[src/rtl/arb_pkg.sv]
// Shared constants and FSM encoding for the 8-way round-robin arbiter.
package arb_pkg;

  localparam int unsigned N_REQ = 8;
  localparam int unsigned ID_W  = 3;

  typedef enum logic [1:0] {
    ST_IDLE    = 2'd0,
    ST_GRANT   = 2'd1,
    ST_RELEASE = 2'd2
  } arb_state_e;

endpackage

[src/rtl/rr_arbiter8_if.sv]
// Request/grant bundle between the requesters (master) and the arbiter (slave).
interface rr_arbiter8_if;

  logic                          en;
  logic [arb_pkg::N_REQ-1:0]     req;
  logic [arb_pkg::N_REQ-1:0]     gnt;
  logic [arb_pkg::ID_W-1:0]      gnt_id;
  logic                          gnt_valid;
  logic                          timeout;

  modport master (
    output en,
    output req,
    input  gnt,
    input  gnt_id,
    input  gnt_valid,
    input  timeout
  );

  modport slave (
    input  en,
    input  req,
    output gnt,
    output gnt_id,
    output gnt_valid,
    output timeout
  );

endinterface

[src/rtl/rr_prio_enc8.sv]
// Rotating priority encoder: first set request after ptr_i (wrapping) wins.
module rr_prio_enc8
  import arb_pkg::*;
(
  input  logic [N_REQ-1:0] req_i,
  input  logic [ID_W-1:0]  ptr_i,
  output logic [ID_W-1:0]  win_id_o,
  output logic             any_o
);

  logic [ID_W-1:0] idx;

  // Walk from the farthest position back to ptr+1 so the nearest hit overwrites.
  always_comb begin
    win_id_o = '0;
    any_o    = 1'b0;
    idx      = '0;
    for (int i = N_REQ - 1; i >= 0; i--) begin
      idx = ptr_i + ID_W'(i) + ID_W'(1);
      if (req_i[idx]) begin
        win_id_o = idx;
        any_o    = 1'b1;
      end
    end
  end

endmodule

[src/rtl/rr_arbiter8.sv]
// Round-robin arbiter for 8 requesters with grant hold limit and turnaround cycle.
module rr_arbiter8
  import arb_pkg::*;
#(
  parameter int unsigned MAX_HOLD = 16,
  parameter int unsigned CW       = 5
) (
  input  logic          clk,
  input  logic          rst,
  rr_arbiter8_if.slave  arb_if
);

  arb_state_e        state_q, state_d;
  logic [ID_W-1:0]   ptr_q, ptr_d;
  logic [CW-1:0]     hold_q, hold_d;
  logic [N_REQ-1:0]  gnt_q, gnt_d;
  logic [ID_W-1:0]   id_q, id_d;
  logic              valid_q, valid_d;
  logic              timeout_q, timeout_d;

  logic [ID_W-1:0]   win_id;
  logic              win_any;

  rr_prio_enc8 u_prio_enc (
    .req_i    (arb_if.req),
    .ptr_i    (ptr_q),
    .win_id_o (win_id),
    .any_o    (win_any)
  );

  always_comb begin
    state_d   = state_q;
    ptr_d     = ptr_q;
    hold_d    = hold_q;
    gnt_d     = gnt_q;
    id_d      = id_q;
    valid_d   = valid_q;
    timeout_d = 1'b0;

    unique case (state_q)
      ST_IDLE: begin
        gnt_d   = '0;
        id_d    = '0;
        valid_d = 1'b0;
        if (arb_if.en && win_any) begin
          state_d        = ST_GRANT;
          ptr_d          = win_id;
          hold_d         = CW'(1);
          gnt_d[win_id]  = 1'b1;
          id_d           = win_id;
          valid_d        = 1'b1;
        end
      end

      ST_GRANT: begin
        // A request drop takes precedence over the hold limit, so no timeout then.
        if (!arb_if.req[id_q]) begin
          state_d = ST_RELEASE;
          hold_d  = '0;
          gnt_d   = '0;
          id_d    = '0;
          valid_d = 1'b0;
        end else if (hold_q >= CW'(MAX_HOLD)) begin
          state_d   = ST_RELEASE;
          hold_d    = '0;
          gnt_d     = '0;
          id_d      = '0;
          valid_d   = 1'b0;
          timeout_d = 1'b1;
        end else if (hold_q != '1) begin
          hold_d = hold_q + 1'b1;
        end
      end

      ST_RELEASE: begin
        state_d = ST_IDLE;
        gnt_d   = '0;
        id_d    = '0;
        valid_d = 1'b0;
      end

      default: begin
        state_d = ST_IDLE;
        hold_d  = '0;
        gnt_d   = '0;
        id_d    = '0;
        valid_d = 1'b0;
      end
    endcase
  end

  always_ff @(posedge clk) begin
    if (rst) begin
      state_q   <= ST_IDLE;
      ptr_q     <= ID_W'(N_REQ - 1);
      hold_q    <= '0;
      gnt_q     <= '0;
      id_q      <= '0;
      valid_q   <= 1'b0;
      timeout_q <= 1'b0;
    end else begin
      state_q   <= state_d;
      ptr_q     <= ptr_d;
      hold_q    <= hold_d;
      gnt_q     <= gnt_d;
      id_q      <= id_d;
      valid_q   <= valid_d;
      timeout_q <= timeout_d;
    end
  end

  assign arb_if.gnt       = gnt_q;
  assign arb_if.gnt_id    = id_q;
  assign arb_if.gnt_valid = valid_q;
  assign arb_if.timeout   = timeout_q;

  a_gnt_onehot0:   assert property (@(posedge clk) disable iff (rst) $onehot0(gnt_q));
  a_valid_match:   assert property (@(posedge clk) disable iff (rst) valid_q == |gnt_q);
  a_id_match:      assert property (@(posedge clk) disable iff (rst) valid_q |-> gnt_q[id_q]);
  a_id_idle_zero:  assert property (@(posedge clk) disable iff (rst) !valid_q |-> id_q == '0);
  a_timeout_idle:  assert property (@(posedge clk) disable iff (rst) timeout_q |-> !valid_q);

endmodule

[src/flat_wrapper.sv]
// flat-port wrapper written by rule: the top's interface ports become plain ports
module rr_arbiter8_flat import arb_pkg::*;
#(
  parameter int unsigned MAX_HOLD = 16,
  parameter int unsigned CW       = 5
)
  (clk, rst, arb_if_en, arb_if_req, arb_if_gnt, arb_if_gnt_id, arb_if_gnt_valid, arb_if_timeout);
  rr_arbiter8_if arb_if_i ();
  input  logic clk;
  input  logic rst;
  input wire logic [$bits(arb_if_i.en)-1:0] arb_if_en;
  input wire logic [$bits(arb_if_i.req)-1:0] arb_if_req;
  output wire logic [$bits(arb_if_i.gnt)-1:0] arb_if_gnt;
  output wire logic [$bits(arb_if_i.gnt_id)-1:0] arb_if_gnt_id;
  output wire logic [$bits(arb_if_i.gnt_valid)-1:0] arb_if_gnt_valid;
  output wire logic [$bits(arb_if_i.timeout)-1:0] arb_if_timeout;
  assign arb_if_i.en = arb_if_en;
  assign arb_if_i.req = arb_if_req;
  assign arb_if_gnt = arb_if_i.gnt;
  assign arb_if_gnt_id = arb_if_i.gnt_id;
  assign arb_if_gnt_valid = arb_if_i.gnt_valid;
  assign arb_if_timeout = arb_if_i.timeout;
  rr_arbiter8 #(.MAX_HOLD(MAX_HOLD), .CW(CW)) u_core (.clk(clk), .rst(rst), .arb_if(arb_if_i));
endmodule
[config.mk]
export PLATFORM = sky130hd
export DESIGN_NAME = rr_arbiter8_flat
export DESIGN_NICKNAME = d
export VERILOG_FILES = /design/src/rtl/arb_pkg.sv /design/src/rtl/rr_arbiter8_if.sv /design/src/rtl/rr_prio_enc8.sv /design/src/rtl/rr_arbiter8.sv /design/src/flat_wrapper.sv
export SDC_FILE = /design/constraint.sdc
export NUM_CORES = 1
export LEC_CHECK = 0
export CAP_MARGIN = 5
export CORE_MARGIN = 2
export CORE_UTILIZATION = 55
export CTS_CLUSTER_SIZE = 16
export DETAILED_ROUTE_END_ITERATION = 10
export GPL_ROUTABILITY_DRIVEN = 1
export PLACE_DENSITY = 0.77
export SYNTH_ARGS = -nofsm -noshare
export SYNTH_HDL_FRONTEND = slang
export SYNTH_SLANG_ARGS = --single-unit
export TNS_END_PERCENT = 50
[constraint.sdc]
create_clock -name clk -period 4.3 [get_ports clk]
set_input_delay 0.645 -clock clk [delete_from_list [all_inputs] [get_ports clk]]
set_output_delay 0.645 -clock clk [all_outputs]
set_load 0.01 [all_outputs]
==> summary.txt, run 1 <==
Power
  • Combinational Power Share: 72.7%
  • Net Sw Frac: between 40 and 50%
  • Pwr Total: 1.55 mW
  • Clock Power Share: around 8.7%
  • Seq pwr share: a little under a fifth
  • Net switching power: ~730 µW
  • Power density over the cells: 579 mW/mm²
  • Leakage dissipation: around 0.99 nW
  • P_int: 813 µW
  • Worst VDD drop: roughly 0.00031 V

Detailed routing
  • Detailed Routing Iterations Pass 1: 4
  • Initial DRC count: 156
  • Avg WL per Cell: roughly 17 µm
  • WL final: about 5.8 mm
  • ANT nets after route: 0
  • Vias per cell: around 6.5
  • Drc violations: 0
  • DR vias: between 2000 and 2500

Cells and area
  • Nets: between 300 and 400
  • Antenna cell count: 0
  • Commonest cells after routing, fill and taps aside: mux2i_1, nand2_1, clkdlybuf4s50_1, dfxtp_1
  • Syn-to-layout area delta: 9.99%
  • FF/Latch Area: around 460 µm²
  • Most common cell after layout, fill and taps aside: mux2i_1
  • Layout cells sized above 1: a little over an eighth
  • Fill cell count: 372
  • Area of the multi-input gates: between 0.0015 and 0.002 mm²

Setup path
  • Crit Path Class: reg2reg
  • Worst Path Required: 4.46 ns
  • CP peak stage delay: around 0.56 ns
  • WP data arrival: roughly 3.6 ns
  • CP startpoint kind: flip-flop
  • Worst Path Buf+Inv: 2
  • Crit path cell chain: inv_1, ha_1, buf_4, mux4_1, mux2i_1, and3_1, nand3_1, a21oi_2, mux2i_4, nor2_1, a211o_1
  • Critical path's top delay family: multiplexers
  • Nature of the critical path endpoint: flip-flop
  • Worst r2r src: u_core.ptr_q[0]$_SDFFE_PP1P_
  • Largest fanout on the critical path: 23
  • Slowest CP cell: ha_1
  • Worst setup startpoint: u_core.ptr_q[0]$_SDFFE_PP1P_

Floorplanning
  • Core area: approximately 0.0043 mm²
  • Starting Density: between 50 and 60%
  • Die height: ~70 µm
  • IO Count: 24
  • Core Rows: 24
  • Die Wd: between 70 and 80 µm
  • Die ar.: approximately 0.0050 mm²

Global routing
  • GR Overflow Total: 0
  • Initial antenna violation count: 0
  • First-pass GRT wire length: between 9 and 10 mm
  • Largest net degree at the start of global routing: 39
  • Vias in the first global route: between 2000 and 2500
  • Total Routing Usage GR: 24.7%

CTS
  • PostCTS Resize Cnt: 0
  • Longest Clk Path Bufs: 2
  • Skew-Pair Late Insertion Delay: between 0.2 and 0.3 ns
  • # hold bufs at CTS: 0
  • Depth of the CTS H-tree: 1
  • Clk slew on worst S/H paths: around 0.08 ns
  • CTS Sinks: 23
  • Cts bufs inserted: 3
  • Root buffer cell: clkbuf_8
  • CTS tree: yes
  • Post-CTS setup buffer count: 0

Synth
  • Synthesized Nets: just under 300
  • Synth Flop Type: dfxtp_1
  • Post-synth ARST share: 0%
  • #FFs+latches synth: 23
  • Post-synth EDFFs: 0
  • Synth cell types: 63
  • Synthesized area: between 0.002 and 0.0025 mm²
  • Sequential area share after synthesis: between 10% and 20%
  • YS warnings: 0
  • Syn avg cell area: between 8 and 9 µm²
  • Syn Inst Count: roughly 280

Place
  • Port bufs: 23
  • Hpwl dp: ~4 mm
  • Final GP Congestion: around 0.98

Job
  • Max-cap viol count: 0

STA
  • Worst slew pin tran: around 0.85 ns
  • Max Clk Rate: approximately 0.29 GHz
  • Worst rel slew slack: between 40% and 50%
  • Clock skew: 0.00488 ns
  • Final Hold Viols: 0
  • Final Cycle Share: approximately four fifths
  • Final min period: approximately 3.5 ns
  • Worst hold slack: 0.451 ns
  • RSZ-0062 raised after global routing: no
  • Max Transition Viols Final: 0
  • Final setup viols: 0
  • Setup_tns: 0 ns

Hold path
  • Worst hold start: u_core.arb_if.gnt[4]$_SDFFE_PP0P_
  • Hold Crit Class: reg2reg

Outcome
  • Status: finished clean
[routing by layer]
layer	GRT usage [%]	vias up	share of wire, %
met5	0	-	0
met4	7.69	0	1.5
met3	3.46	11	4.6
met2	36.3	72	46
met1	37.2	1050	48
li1	-	1047	-
[cell families after synthesis]
family / after synthesis / share of synthesized area (%)
and+or+nand+nor: 91 / 19.9
AOI/OAI and AO/OA: 68 / 21.0
muxes: 46 / 27.5
buffers and inverters: 39 / 8.04
DFF: 23 / 19.0
adders and majority gates: 5 / 2.58
xor gates and xnor gates: 4 / 2.01
[worst paths after layout]
| path | slack, ns | end | depth (start not counted) |
|---|---|---|---|
| setup / recovery | 0.85 | u_core.ptr_q[0]$_SDFFE_PP1P_ | 11 |
| hold / removal | 0.45 | u_core.arb_if.gnt[4]$_SDFFE_PP0P_ | 2 |
| setup reg to reg | 0.85 | u_core.ptr_q[0]$_SDFFE_PP1P_ | 11 |
| hold reg to reg | 0.45 | u_core.arb_if.gnt[4]$_SDFFE_PP0P_ | 2 |
[state kept, by name (all words and copies together) (netlist names)]
register / count
u_core.hold_q: 5
u_core.state_q: 2
u_core.ptr_q: 3
u_core.arb_if.gnt_id: 3
u_core.arb_if.timeout: 1
u_core.arb_if.gnt_valid: 1
u_core.arb_if.gnt: 8
[tightest hold or removal path, delay by kind of cell, from the launching register on]
kind | cells | cell delay [ns]
flops | 1 | 0.31
simple gates | 1 | 0.05
compound gates | 1 | 0.05
[through the flow]
step | setup slack [ns] | utilization, % | area (µm²) | cells
6_report | 0.845 | 62.2 | 2670 | 336
4_1_cts | 0.854 | 62.2 | 2670 | 336
3_3_place_gp | 0.649 | 61.2 | 2630 | 332
5_1_grt | 0.635 | 62.2 | 2670 | 336
3_5_place_dp | 0.650 | 61.2 | 2630 | 332
2_1_floorplan | 1.07 | - | 2430 | 276
[power groups by stage]
stage          logic, mW  clock network [mW]  registers, mW
2_1_floorplan      0.897                   0          0.287
5_1_grt             1.22               0.146          0.295
3_3_place_gp        1.11                   0          0.294
3_5_place_dp        1.11                   0          0.294
6_report            1.12               0.134          0.289
4_1_cts             1.11               0.138          0.289
[cell usage after synthesis (all sizes together), types with 3 or more instances]
library cell  count  area [µm²]
a2111oi           3        38.8
a211o             5        43.8
a21oi            17        88.8
a22oi             9        72.6
a311oi            3        26.3
a31oi             3        33.8
and2              3        18.8
buf              19         120
clkbuf            6        22.5
dfxtp            23         460
ha                5        62.6
inv              14        52.6
mux2              4        45.0
mux2i            28         293
mux4             14         330
nand2            26        97.6
nand2b            6        37.5
nor2             17        66.3
nor2b             7        43.8
nor3             11        65.1
nor3b             8        65.1
o21ai            10        53.8
[area by class of cell]
type | count | share of cell area, %
Clock buffer | 4 | 1.69
Inverter | 14 | 1.97
Multi-Input combinational cell | 214 | 66.4
Sequential cell | 23 | 17.2
Tap cell | 52 | 2.44
Timing Repair Buffer | 29 | 10.3
(Power assumes the default switching activity.)
==> inputs of run 2 (changes only) <==
==> constraint.sdc (replaced) <==
create_clock -name clk -period 3.27 [get_ports clk]
set_input_delay 0.4905 -clock clk [delete_from_list [all_inputs] [get_ports clk]]
set_output_delay 0.4905 -clock clk [all_outputs]
set_load 0.01 [all_outputs]
==> summary.txt, run 2 (same netlist as run 1, synthesis figures left out) <==
Global routing
  • Vias in the first global route: about 2100
  • Largest net degree at the start of global routing: 25
  • Total Routing Usage GR: between 20% and 30%
  • Initial antenna violation count: 0
  • First-pass GRT wire length: between 10 and 15 mm
  • GR Overflow Total: 0

STA
  • Setup_tns: 0 ns
  • Clock skew: between 0.002 and 0.0025 ns
  • Max Clk Rate: around 0.33 GHz
  • Final min period: just over 3 ns
  • Worst hold slack: 0.453 ns
  • Max Transition Viols Final: 0
  • Final setup viols: 0
  • RSZ-0062 raised after global routing: no
  • Final Hold Viols: 0
  • Worst slew pin tran: between 0.6 and 0.7 ns
  • Final Cycle Share: between 90% and 100%
  • Worst rel slew slack: a little under three fifths

Setup path
  • Worst r2r src: u_core.ptr_q[1]$_SDFFE_PP1P_
  • Worst Path Required: ~3.4 ns
  • Largest fanout on the critical path: 11
  • Slowest CP cell: ha_1
  • CP startpoint kind: flip-flop
  • CP Depth: 11
  • Nature of the critical path endpoint: flip-flop
  • Crit path to: u_core.ptr_q[0]$_SDFFE_PP1P_
  • Crit Path Class: reg2reg
  • Worst Path Buf+Inv: 2
  • WP data arrival: 3.22 ns
  • Worst R2R End: u_core.ptr_q[0]$_SDFFE_PP1P_
  • Critical path's top delay family: multiplexers
  • Worst setup startpoint: u_core.ptr_q[1]$_SDFFE_PP1P_
  • Crit path cell chain: inv_1, ha_1, buf_4, mux4_1, mux2i_1, and3_1, nand3_1, a21oi_2, mux2i_4, nor2_1, a211o_1
  • Worst R2R Path Depth: 11
  • CP peak stage delay: 0.47 ns
  • Reg2reg setup slack: between 0.2 and 0.25 ns

CTS
  • Skew-Pair Late Insertion Delay: ~0.27 ns
  • CTS tree: yes
  • Post-CTS setup buffer count: 0
  • CTS Sinks: 23
  • Clk slew on worst S/H paths: ~0.08 ns
  • PostCTS Resize Cnt: 0
  • Root buffer cell: clkbuf_8
  • # hold bufs at CTS: 0
  • Cts bufs inserted: 3
  • Depth of the CTS H-tree: 1
  • Longest Clk Path Bufs: 2

Power
  • Pwr Total: between 2 and 2.5 mW
  • Worst VDD drop: about 0.00054 V
  • Power density over the cells: 740 mW/mm²
  • Leakage dissipation: roughly 1.1 nW

Place
  • Hpwl dp: ~4.5 mm
  • Port bufs: 23
  • Placed Area: roughly 0.0028 mm²
  • Final GP Congestion: 0.880

Cells and area
  • Layout cells sized above 1: between 20% and 30%
  • Nets: between 300 and 400
  • Antenna cell count: 0
  • Largest register FFs: 8
  • Fill cell count: around 340
  • Most common cell after layout, fill and taps aside: buf_4
  • Design Area, Final: 0.00284 mm²
  • Syn-to-layout area delta: 16.8%
  • Commonest cells after routing, fill and taps aside: buf_4, mux2i_1, nand2_1

Floorplanning
  • IO Count: 24
  • Core Rows: 24
  • Core area: about 0.0043 mm²
  • Starting Density: between 50% and 60%
  • Die ar.: a little under 0.005 mm²
  • Die height: a little over 70 µm
  • Die Wd: between 70 and 80 µm

Detailed routing
  • WL final: 6.04 mm
  • ANT nets after route: 0
  • DR vias: 2250
  • Drc violations: 0
  • Vias per cell: between 6 and 7
  • Initial DRC count: about 220
  • Detailed Routing Iterations Pass 1: 4
  • Avg WL per Cell: 16.9 µm

Job
  • Max-cap viol count: 0

Outcome
  • Status: finished clean

Hold path
  • Hold Crit Class: reg2reg
-- run 2: tightest hold or removal path: stages (launching register included) --
cell     delay, ns
dfxtp_1       0.32
nand2_1       0.05
o21ai_1       0.05
-- run 2: power by group --
group,switching [mW],internal (mW),total (mW)
Combinational,0.838,0.718,1.56
Sequential,0.0404,0.325,0.366
Clock,0.0920,0.0852,0.177
-- run 2: worst min-delay path by stage --
stage                                            from                                end  cells after the start
CTS                 u_core.arb_if.gnt[4]$_SDFFE_PP0P_  u_core.arb_if.gnt[4]$_SDFFE_PP0P_                      2
finish              u_core.arb_if.gnt[4]$_SDFFE_PP0P_  u_core.arb_if.gnt[4]$_SDFFE_PP0P_                      2
global placement    u_core.arb_if.gnt[4]$_SDFFE_PP0P_  u_core.arb_if.gnt[4]$_SDFFE_PP0P_                      2
detailed placement  u_core.arb_if.gnt[4]$_SDFFE_PP0P_  u_core.arb_if.gnt[4]$_SDFFE_PP0P_                      2
global route        u_core.arb_if.gnt[4]$_SDFFE_PP0P_  u_core.arb_if.gnt[4]$_SDFFE_PP0P_                      2
floorplan               u_core.hold_q[4]$_SDFFE_PP0P_      u_core.hold_q[4]$_SDFFE_PP0P_                      2
-- run 2: cell type report --
cell class,instances,area [µm²],share of cell area [%]
multi-input combinational,214,1770,62.5
sequential,23,460,16.2
timing repair buffer,51,440,15.5
tap,52,65.1,2.29
inverter,14,52.6,1.85
clock buffer,3,41.3,1.46
clock inverter,1,5.00,0.176
-- run 2: stage by stage --
stage,setup slack [ns],util (%),cells
floorplan,0.0368,-,276
global placement,0.0316,65.0,354
detailed placement,0.0175,65.0,354
CTS,0.210,66.1,358
global route,0.0207,66.1,358
finish,0.211,66.1,358
-- run 2: metal layers --
layer / up-vias / global-route usage, % / part of all wire (%)
met5: - / 0 / 0
met4: 0 / 4.49 / 0.81
met3: 4 / 3.46 / 7.4
met2: 83 / 39.0 / 47
met1: 1073 / 36.8 / 45
li1: 1090 / - / -
